**config.mk**
```make
export PLATFORM = sky130hd
export DESIGN_NAME = ps2_cmd_decoder
export DESIGN_NICKNAME = d
export VERILOG_FILES = /design/src/rtl/ps2_cmd_decoder_pkg.sv /design/src/rtl/ps2_cmd_decoder.sv
export SDC_FILE = /design/constraint.sdc
export NUM_CORES = 1
export LEC_CHECK = 0
export CAP_MARGIN = 20
export CORE_MARGIN = 1.5
export CORE_UTILIZATION = 60
export DETAILED_ROUTE_END_ITERATION = 8
export GPL_TIMING_DRIVEN = 0
export PLACE_DENSITY = 0.84
export SLEW_MARGIN = 20
export SYNTH_ARGS = -nofsm -noshare
export SYNTH_HDL_FRONTEND = slang
export SYNTH_SLANG_ARGS = --single-unit
```
**constraint.sdc**
```tcl
create_clock -name clk -period 5.7 [get_ports clk]
set_input_delay 1.14 -clock clk [delete_from_list [all_inputs] [get_ports clk]]
set_output_delay 1.14 -clock clk [all_outputs]
set_load 0.1 [all_outputs]
```
**src/rtl/ps2_cmd_decoder_pkg.sv**
```systemverilog
// Shared constants for the PS/2 command decoder: command bit indices,
// set-2 scan codes and the prefix-tracking FSM state type.
package ps2_cmd_decoder_pkg;

  // Command bus widths
  localparam int WIN_CTRL_CMD  = 7;
  localparam int ENVO_CTRL_CMD = 8;

  // win_ctrl_cmd bit indices
  localparam int M_UP    = 0;
  localparam int M_DOWN  = 1;
  localparam int M_LEFT  = 2;
  localparam int M_RIGHT = 3;
  localparam int Z_IN    = 4;
  localparam int Z_OUT   = 5;
  localparam int M_MODE  = 6;

  // envo_ctrl_cmd bit indices (bits 7:6 unused)
  localparam int CLR           = 0;
  localparam int INC_V         = 1;
  localparam int DEC_V         = 2;
  localparam int CUR_USER_DATA = 3;
  localparam int CUR_USER_SET  = 4;
  localparam int RANDOM        = 5;

  // Prefix bytes
  localparam logic [7:0] PS2_EXT   = 8'hE0;
  localparam logic [7:0] PS2_BRK   = 8'hF0;
  localparam logic [7:0] PS2_PAUSE = 8'hE1;

  // Key scan codes (the first four only count with the E0 prefix)
  localparam logic [7:0] KEY_UP        = 8'h75;
  localparam logic [7:0] KEY_DOWN      = 8'h72;
  localparam logic [7:0] KEY_LEFT      = 8'h6B;
  localparam logic [7:0] KEY_RIGHT     = 8'h74;
  localparam logic [7:0] KEY_ZIN       = 8'h55;
  localparam logic [7:0] KEY_ZOUT      = 8'h4E;
  localparam logic [7:0] KEY_MODE      = 8'h3A;
  localparam logic [7:0] KEY_CLR       = 8'h21;
  localparam logic [7:0] KEY_INC_V     = 8'h5B;
  localparam logic [7:0] KEY_DEC_V     = 8'h54;
  localparam logic [7:0] KEY_USER_DATA = 8'h23;
  localparam logic [7:0] KEY_USER_SET  = 8'h29;
  localparam logic [7:0] KEY_RANDOM    = 8'h2D;

  localparam int NUM_KEYS = 13;

  typedef enum logic [1:0] {
    ST_IDLE    = 2'd0,
    ST_EXT     = 2'd1,
    ST_BRK     = 2'd2,
    ST_EXT_BRK = 2'd3
  } state_t;

  typedef struct packed {
    logic [WIN_CTRL_CMD-1:0]  win;
    logic [ENVO_CTRL_CMD-1:0] envo;
  } cmd_t;

  // One-hot command word for a key-map index
  function automatic cmd_t key_cmd(input logic [3:0] idx);
    cmd_t c;
    c = '0;
    case (idx)
      4'd0:  c.win[M_UP]            = 1'b1;
      4'd1:  c.win[M_DOWN]          = 1'b1;
      4'd2:  c.win[M_LEFT]          = 1'b1;
      4'd3:  c.win[M_RIGHT]         = 1'b1;
      4'd4:  c.win[Z_IN]            = 1'b1;
      4'd5:  c.win[Z_OUT]           = 1'b1;
      4'd6:  c.win[M_MODE]          = 1'b1;
      4'd7:  c.envo[CLR]            = 1'b1;
      4'd8:  c.envo[INC_V]          = 1'b1;
      4'd9:  c.envo[DEC_V]          = 1'b1;
      4'd10: c.envo[CUR_USER_DATA]  = 1'b1;
      4'd11: c.envo[CUR_USER_SET]   = 1'b1;
      4'd12: c.envo[RANDOM]         = 1'b1;
      default: c = '0;
    endcase
    return c;
  endfunction

endpackage

```
**src/rtl/ps2_cmd_decoder.sv**
```systemverilog
// Turns PS/2 set-2 scan-code bytes into single-cycle command pulses.
// Tracks E0/F0 prefixes, suppresses typematic repeat with a held mask and
// abandons a half-received sequence after TIMEOUT_CYC idle cycles.
//
// Input handshake: a byte is offered by raising ps2_state with ps2_byte
// stable; one rising edge of ps2_state is one byte regardless of how long
// the level stays high. Outputs are registered; a command pulse and
// key_valid appear two cycles after the sampled rising edge, for one cycle.
module ps2_cmd_decoder
  import ps2_cmd_decoder_pkg::*;
#(
  parameter int TIMEOUT_CYC = 2_000_000
) (
  input  logic                     clk,
  input  logic                     rst,
  input  logic [7:0]               ps2_byte,
  input  logic                     ps2_state,
  output logic [WIN_CTRL_CMD-1:0]  win_ctrl_cmd,
  output logic [ENVO_CTRL_CMD-1:0] envo_ctrl_cmd,
  output logic                     key_valid,
  output logic [7:0]               last_code
);

  localparam int CW = (TIMEOUT_CYC > 2) ? $clog2(TIMEOUT_CYC) : 1;
  localparam logic [CW-1:0] CNT_LAST = CW'(TIMEOUT_CYC - 1);

  logic                ps2_state_q;
  logic                strb_q;
  logic [7:0]          byte_q;
  state_t              state_q;
  logic [CW-1:0]       cnt_q;
  logic [NUM_KEYS-1:0] held_q;

  logic                ext;
  logic                is_make;
  logic                key_hit;
  logic [3:0]          key_idx;
  cmd_t                cmd;

  // Rising-edge detect on the byte flag; byte captured alongside the edge
  always_ff @(posedge clk or negedge rst) begin
    if (!rst) begin
      ps2_state_q <= 1'b0;
      strb_q      <= 1'b0;
      byte_q      <= 8'h00;
    end else begin
      ps2_state_q <= ps2_state;
      strb_q      <= ps2_state & ~ps2_state_q;
      byte_q      <= ps2_byte;
    end
  end

  // Key-map lookup; extended and plain forms of a code are distinct keys
  always_comb begin
    ext     = (state_q == ST_EXT) || (state_q == ST_EXT_BRK);
    is_make = (state_q == ST_IDLE) || (state_q == ST_EXT);
    key_hit = 1'b1;
    key_idx = 4'd0;
    case ({ext, byte_q})
      {1'b1, KEY_UP}:        key_idx = 4'd0;
      {1'b1, KEY_DOWN}:      key_idx = 4'd1;
      {1'b1, KEY_LEFT}:      key_idx = 4'd2;
      {1'b1, KEY_RIGHT}:     key_idx = 4'd3;
      {1'b0, KEY_ZIN}:       key_idx = 4'd4;
      {1'b0, KEY_ZOUT}:      key_idx = 4'd5;
      {1'b0, KEY_MODE}:      key_idx = 4'd6;
      {1'b0, KEY_CLR}:       key_idx = 4'd7;
      {1'b0, KEY_INC_V}:     key_idx = 4'd8;
      {1'b0, KEY_DEC_V}:     key_idx = 4'd9;
      {1'b0, KEY_USER_DATA}: key_idx = 4'd10;
      {1'b0, KEY_USER_SET}:  key_idx = 4'd11;
      {1'b0, KEY_RANDOM}:    key_idx = 4'd12;
      default:               key_hit = 1'b0;
    endcase
    cmd = key_cmd(key_idx);
  end

  // Prefix FSM, timeout, held mask and registered command outputs
  always_ff @(posedge clk or negedge rst) begin
    if (!rst) begin
      state_q       <= ST_IDLE;
      cnt_q         <= '0;
      held_q        <= '0;
      win_ctrl_cmd  <= '0;
      envo_ctrl_cmd <= '0;
      key_valid     <= 1'b0;
      last_code     <= 8'h00;
    end else begin
      win_ctrl_cmd  <= '0;
      envo_ctrl_cmd <= '0;
      key_valid     <= 1'b0;
      if (strb_q) begin
        // A byte always wins over a coincident timeout
        cnt_q <= '0;
        if (byte_q == PS2_EXT) begin
          state_q <= ST_EXT;
        end else if (byte_q == PS2_BRK) begin
          if (state_q == ST_IDLE)     state_q <= ST_BRK;
          else if (state_q == ST_EXT) state_q <= ST_EXT_BRK;
        end else begin
          state_q <= ST_IDLE;
          if (byte_q != PS2_PAUSE && key_hit) begin
            if (is_make) begin
              if (!held_q[key_idx]) begin
                held_q[key_idx] <= 1'b1;
                win_ctrl_cmd    <= cmd.win;
                envo_ctrl_cmd   <= cmd.envo;
                key_valid       <= 1'b1;
                last_code       <= byte_q;
              end
            end else begin
              held_q[key_idx] <= 1'b0;
            end
          end
        end
      end else if (state_q != ST_IDLE) begin
        if (cnt_q == CNT_LAST) begin
          state_q <= ST_IDLE;
          cnt_q   <= '0;
        end else begin
          cnt_q <= cnt_q + 1'b1;
        end
      end
    end
  end

endmodule

```
==> results of run 1 <==
## final timing paths
kind | from | to | slack, ps
min | ps2_state_q | strb_q | 400
max in group asynchronous | rst | async pin | 4450
max | byte_q[4] | last_code[6] | 2340
min reg2reg | ps2_state_q | strb_q | 400
min in group asynchronous | rst | cnt_q[13] | 720
max reg2reg | byte_q[4] | last_code[6] | 2340
## report_power, final
part           total (mW)  switching, mW  leakage (nW)  internal [mW]
logic               0.177          0.124         0.687         0.0531
registers           0.527         0.0207         0.919          0.506
clock network       0.388          0.168        0.0983          0.220
total                1.09          0.312          1.70          0.779
## cell families after synthesis
group	share of synthesized area, %
other cells	0.112
simple gates	26.3
buf+inv	4.09
compound gates	11.0
flops	50.6
fa+ha+maj	0.372
mux	3.09
xor+xnor	4.43
## metrics by stage
step	total power [mW]	worst slack (ps)
floorplan	0.659	2920
global placement	0.707	1370
detailed placement	0.712	2470
CTS	1.10	2440
global route	1.13	2080
finish	1.09	2340
## synth_stat cells (2+ instances only)
master,n
dfrtp_1,68
nor2_1,40
nand2_1,24
nand3_1,22
a21oi_1,19
inv_1,14
o21ai_0,14
nor2b_1,10
xor2_1,10
clkbuf_1,8
nand4_1,8
nor3_1,8
xnor2_1,7
and3_1,6
a31oi_1,5
mux2_4,4
nor4_1,4
o31ai_1,4
and2_1,3
buf_4,3
mux2_2,3
nand3b_1,3
nor4bb_1,3
o211ai_1,3
a221oi_1,2
a22oi_1,2
and4b_1,2
buf_2,2
buf_6,2
nand2b_1,2
nand4_4,2
nor3b_1,2
nor4b_1,2
nor4b_2,2
or2_2,2
or3_1,2
## layout make-up
| class | count | area [um2] | share of cell area (%) |
|---|---|---|---|
| multi-input cells | 240 | 1530 | 38.3 |
| repair buffers | 33 | 338 | 8.48 |
| clock buffers | 12 | 155 | 3.89 |
| plain buffers | 15 | 85.1 | 2.14 |
| flip-flops and latches | 68 | 1700 | 42.7 |
| well taps | 72 | 90.1 | 2.26 |
| clock inverters | 2 | 35.0 | 0.879 |
| inverters | 14 | 52.6 | 1.32 |
## metal layers
metal / routed length (um) / part of all wire, % / track usage (%)
met3: 405 / 5.7 / 7.06
met5: 0 / 0 / 0
met2: 3230 / 46 / 37.7
met1: 3280 / 46 / 36.7
met4: 172 / 2.4 / 9.64
==> impl_metrics.sql, run 1 <==
INSERT INTO impl_metrics (metric_group, metric, value, unit) VALUES
('run_status', 'run_status', 'finished clean', ''),
('yosys', 'synth_sequential_area_ratio', '50.6', '%'),
('yosys', 'syn_area_per_cell', '10.0', 'um2'),
('clock_tree', 'clk_latency', '350', 'ps'),
('drt', 'drt.antenna.violating_nets', '0', ''),
('setup_path', 'timing.critical_path.arrival', '3590', 'ps'),
('min_path', 'hold_depth', '1', ''),
('clock_tree', 'buffer_count_from_post_cts_setup_fixing', '0', ''),
('setup_path', 'worstPathCellList', 'clkbuf_1 -> clkbuf_1 -> nand4_1 -> o31ai_1 -> nor2_1 -> o311ai_0 -> nor3_4 -> nand4_4 -> buf_6 -> mux2_4', ''),
('cells_and_area', 'nNetsFinal', '393', ''),
('drt', 'dr.pass1.iters', '4', ''),
('floorplanning', 'initial_core_util', '61.8', '%'),
('placed_design', 'hpwlAfterDp', '5080', 'um'),
('clock_tree', 'postCtsHoldBufs', '0', ''),
('setup_path', 'critPathMostFrequentCell', 'clkbuf_1', ''),
('setup_path', 'path_max_fanout', '10', ''),
('clock_tree', 'numCtsBuffers', '9', ''),
('yosys', 'synth-edff-count', '0', ''),
('setup_path', 'timing.critical_path.slowest_stage_cell', 'o311ai_0', ''),
('grt', 'antenna_found_initial', '0', ''),
('pwr', 'power.density', '274', 'nW/um2'),
('cells_and_area', 'design_area', '3980', 'um2'),
('setup_path', 'path_delay_family', 'buffers and inverters', ''),
('clock_tree', 'cts_repair_resize_count', '0', ''),
('floorplanning', 'dieHeight', '77.9', 'um'),
('setup_path', 'timing.reg2reg.worst_path_depth', '10', ''),
('placed_design', 'place.gp.congestion', '0.930', ''),
('grt', 'track_usage', '25.8', '%'),
('cells_and_area', 'diodes', '0', ''),
('yosys', 'synth_largest_area_cell', 'dfrtp_1', ''),
('clock_tree', 'cts_tree', 'done', ''),
('floorplanning', 'design.core.area', '5440', 'um2'),
('drt', 'detailroute.via_count', '2737', ''),
('drt', 'routed_wirelength', '7090', 'um'),
('cells_and_area', 'layout_cells_sized_above_1', '10.4', '%'),
('setup_path', 'worst-path-stages', '10', ''),
('clock_tree', 'clock_tree.root_cell', 'clkbuf_8', ''),
('floorplanning', 'die_w', '77.9', 'um'),
('sta', 'fin_crit_sh', '58.9', '%'),
('yosys', 'netlist_instances', '336', ''),
('cells_and_area', 'most_common_library_cell_in_the_layout_ignoring_fill_and_taps', 'dfrtp_1', ''),
('sta', 'tightest_pin_transition', '973', 'ps'),
('cells_and_area', 'area_growth_syn_to_layout', '18.5', '%'),
('clock_tree', 'clock_sinks', '68', ''),
('sta', 'totalNegativeSetupSlack', '0', 'ps'),
('floorplanning', 'floorplan.die_area', '6060', 'um2'),
('run', 'drv.max_cap_violation_count', '0', ''),
('grt', 'grt_max_degree', '36', ''),
('sta', 'report.final.setup_viol', '0', ''),
('cells_and_area', 'postLayoutCoreUtil', '73.2', '%'),
('sta', 'finalClockSkew', '9.73', 'ps'),
('min_path', 'hold_class', 'flip-flop to flip-flop', ''),
('floorplanning', 'boundaryPins', '35', ''),
('sta', 'timing.final.hold_violations', '0', ''),
('placed_design', 'placed_cells_incl_taps', '442', ''),
('setup_path', 'critPathCaptureType', 'flip-flop', ''),
('yosys', 'ys_ff_latch', '68', ''),
('sta', 'max_frequency', '298', 'MHz'),
('yosys', 'syn-cell-area', '3360', 'um2'),
('yosys', 'yosys_warnings', '0', ''),
('grt', 'grt_pass1_wl', '12000', 'um'),
('sta', 'worst_slew_margin_rel', '34.9', '%'),
('setup_path', 'max_stage_delay', '590', 'ps'),
('setup_path', 'critPathKind', 'flip-flop to flip-flop', ''),
('cells_and_area', 'fillCellCount', '404', ''),
('placed_design', 'dpl-instance-area', '3790', 'um2'),
('sta', 'setup_repair_after_global_routing_missed_its_margin', 'no', ''),
('setup_path', 'crit_required', '5930', 'ps'),
('floorplanning', 'rows', '27', ''),
('yosys', 'synth.lib_cells_used.distinct', '55', ''),
('yosys', 'synth_top_area_share', '50.6', '%');
Note: power is estimated with default switching activity, not from simulation.
==> inputs of run 2 (changes only) <==
- CORE_UTILIZATION: 60 -> 51
- PLACE_DENSITY: 0.84 -> 0.76
- clock period: 5.7 -> 2.7 ns (I/O delays scaled with it)
==> run 2 against run 1 <==
The flow now finishes with violations (setup timing); setup slack got worse by 2600 ps; utilization decreased by 1.6 points; first-iteration DRC count decreased by 11%; non-clock buffer count increased by 31; global-route usage decreased by 1.1 points; worst hold slack got worse by 300 ps; count of clock-buffer cells in the layout decreased by 2; design area increased by 14%; clock skew about the same; wire length increased by 21%; power increased by 130%; maximum frequency increased by 15%; largest cell class is now multi-input gates.
==> impl_metrics.sql, run 2 (synthesized netlist as in run 1, its figures left out) <==
INSERT INTO impl_metrics (metric_group, metric, value, unit) VALUES
('drt', 'via_count_normalized_by_instance_count', '5.94', ''),
('run', 'drv.max_cap_violation_count', '0', ''),
('clock_tree', 'clk_transition_reported_paths', '80', 'ps'),
('placed_design', 'dpl-instance-area', '3810', 'um2'),
('setup_path', 'critPathCaptureType', 'flip-flop', ''),
('pwr', 'power.density', '563', 'nW/um2'),
('floorplanning', 'floorplan.die_area', '7090', 'um2'),
('setup_path', 'worstPathCellList', 'buf_4 -> nor4b_4 -> buf_4 -> a22oi_1 -> o21ai_0 -> o31ai_4 -> nor3_4 -> nand4_4 -> buf_6 -> buf_8 -> nor4_4', ''),
('clock_tree', 'cts.path.max_buffers', '2', ''),
('sta', 'fin_worst_hold_slack', '104', 'ps'),
('setup_path', 'timing.critical_path.slowest_stage_cell', 'dfrtp_1', ''),
('placed_design', 'place.gp.congestion', '0.907', ''),
('grt', 'grt.overflow.total', '0', ''),
('cells_and_area', 'area_growth_syn_to_layout', '35.4', '%'),
('sta', 'report.final.setup_viol', '25', ''),
('pwr', 'irDropWorstVdd', '0.436', 'mV'),
('sta', 'final.setup.worst_slack', '-208', 'ps'),
('sta', 'max_frequency', '344', 'MHz'),
('cells_and_area', 'most-common-layout-cells', 'dfrtp_1, nor2_1, buf_4, clkdlybuf4s50_1, nand2_1', ''),
('setup_path', 'startpoint_type', 'flip-flop', ''),
('drt', 'routed_wirelength', '8550', 'um'),
('setup_path', 'r2r_slack', '-210', 'ps'),
('clock_tree', 'clock_sinks', '68', ''),
('floorplanning', 'boundaryPins', '35', ''),
('setup_path', 'timing.reg2reg.worst_path_depth', '11', ''),
('floorplanning', 'initial_core_util', '52.9', '%'),
('placed_design', 'hpwlAfterDp', '5290', 'um'),
('sta', 'layout_min_cycle_time', '2910', 'ps'),
('floorplanning', 'rows', '29', ''),
('sta', 'setup_repair_after_global_routing_missed_its_margin', 'yes', ''),
('sta', 'tightest_pin_transition', '973', 'ps'),
('setup_path', 'critPathKind', 'flip-flop to flip-flop', ''),
('setup_path', 'crit_required', '2950', 'ps'),
('drt', 'dr.pass1.iters', '5', ''),
('sta', 'timing.final.hold_violations', '0', ''),
('drt', 'route.detailed.wl_per_inst', '17.3', 'um'),
('cells_and_area', 'nNetsFinal', '424', ''),
('floorplanning', 'dieHeight', '84.2', 'um'),
('grt', 'antenna_found_initial', '0', ''),
('placed_design', 'io_buffers', '32', ''),
('cells_and_area', 'fillCellCount', '462', ''),
('sta', 'final_max_slew_viol_count', '0', ''),
('sta', 'fin_crit_sh', '108', '%'),
('drt', 'drt_first_iter_violations', '185', ''),
('clock_tree', 'clk_latency', '350', 'ps'),
('pwr', 'design_power_total', '2.56', 'mW'),
('drt', 'detailroute.via_count', '2934', ''),
('cells_and_area', 'layout_cells_sized_above_1', '26.1', '%'),
('clock_tree', 'clock_tree.root_cell', 'clkbuf_8', ''),
('run_status', 'violations', 'setup timing', ''),
('drt', 'drt.antenna.violating_nets', '0', ''),
('setup_path', 'critPathMostFrequentCell', 'buf_4', ''),
('min_path', 'hold_class', 'input pin to async pin', ''),
('grt', 'first_global_vias', '2858', ''),
('sta', 'finalClockSkew', '9.62', 'ps'),
('grt', 'grt_pass1_wl', '13800', 'um'),
('grt', 'track_usage', '24.7', '%'),
('cells_and_area', 'most_common_library_cell_in_the_layout_ignoring_fill_and_taps', 'dfrtp_1', ''),
('run_status', 'run_status', 'complete, but fails checks', ''),
('floorplanning', 'die_w', '84.2', 'um'),
('floorplanning', 'design.core.area', '6350', 'um2'),
('setup_path', 'timing.critical_path.arrival', '3160', 'ps'),
('cells_and_area', 'multi_input_comb_area', '1710', 'um2'),
('pwr', 'leakage', '1.94', 'nW'),
('clock_tree', 'postCtsHoldBufs', '0', ''),
('cells_and_area', 'diodes', '0', ''),
('clock_tree', 'numCtsBuffers', '9', ''),
('setup_path', 'worst_r2r_startpoint', 'state_q[0]', ''),
('cells_and_area', 'postLayoutCoreUtil', '71.7', '%'),
('grt', 'grt_max_degree', '41', ''),
('clock_tree', 'cts.htree.levels', '3', ''),
('setup_path', 'path_max_fanout', '5', ''),
('setup_path', 'rr_endpoint', 'win_ctrl_cmd[0]', ''),
('drt', 'route.detailed.drc', '0', ''),
('sta', 'worst_slew_margin_rel', '34.9', '%'),
('setup_path', 'max_stage_delay', '460', 'ps'),
('cells_and_area', 'design_area', '4550', 'um2'),
('cells_and_area', 'seq_area', '1710', 'um2'),
('clock_tree', 'cts_tree', 'done', '');
==> run 2: cell types whose count changed in the layout (fill, tap and decap cells not counted), sizes merged <==
cell | previous run | this run
buf | 9 | 40
bufinv | 1 | 3
clkbuf | 20 | 18
clkinv | 1 | 2
clkinvlp | 0 | 1
==> run 2: worst max-delay path: cells and delay by family (launching register included) <==
family / cells / cell delay, ps
AO/OA/AOI/OAI: 3 / 650
AND/OR/NAND/NOR: 4 / 1060
buffers and inverters: 4 / 650
flip-flops: 1 / 460
==> run 2: where the power goes <==
part,internal (mW),switching [mW],total [mW]
Clock,0.638,0.404,1.04
Sequential,1.07,0.0465,1.11
Combinational,0.133,0.272,0.404
==> run 2: stage by stage <==
stage | setup TNS (ps) | setup WS, ps | std cells
floorplan | 0 | 2.81 | 337
global placement | -81210 | -1070 | 446
detailed placement | -9500 | -480 | 447
CTS | -910 | -115 | 480
global route | -6910 | -337 | 494
finish | -3150 | -208 | 494
==> run 2: cell type report <==
cell class,instances,share of cell area (%)
Clock inverter,6,2.45
Multi-Input combinational cell,240,37.6
Tap cell,77,2.12
Buffer,13,2.14
Timing Repair Buffer,66,14.0
Sequential cell,68,37.5
Clock buffer,10,3.02
Inverter,14,1.15
==> run 2: how the worst max path moves through the flow <==
stage	startpoint	to	slack [ps]	depth (start not counted)
final	state_q[0]	win_ctrl_cmd[0]	-210	11
after global routing	state_q[0]	win_ctrl_cmd[0]	-340	11
after CTS	state_q[0]	last_code[5]	-110	9
after detailed placement	byte_q[4]	last_code[5]	-480	10
after global placement	rst	last_code[0]	-1070	1
after floorplan	state_q[0]	last_code[3]	3	9
==> run 2: repair_timing <==
item                       in CTS  in global routing
setup endpoints to repair      34                 35
pin swaps                       5                  7
setup buffers                  18                 14
gates resized for setup        23                 35
cloned                          0                  1
==> run 2: per-layer routing <==
metal  track usage [%]  wire [um]
met3              3.74        464
met2              37.8       4120
met5                 0          0
met4              11.9        225
met1              34.8       3730
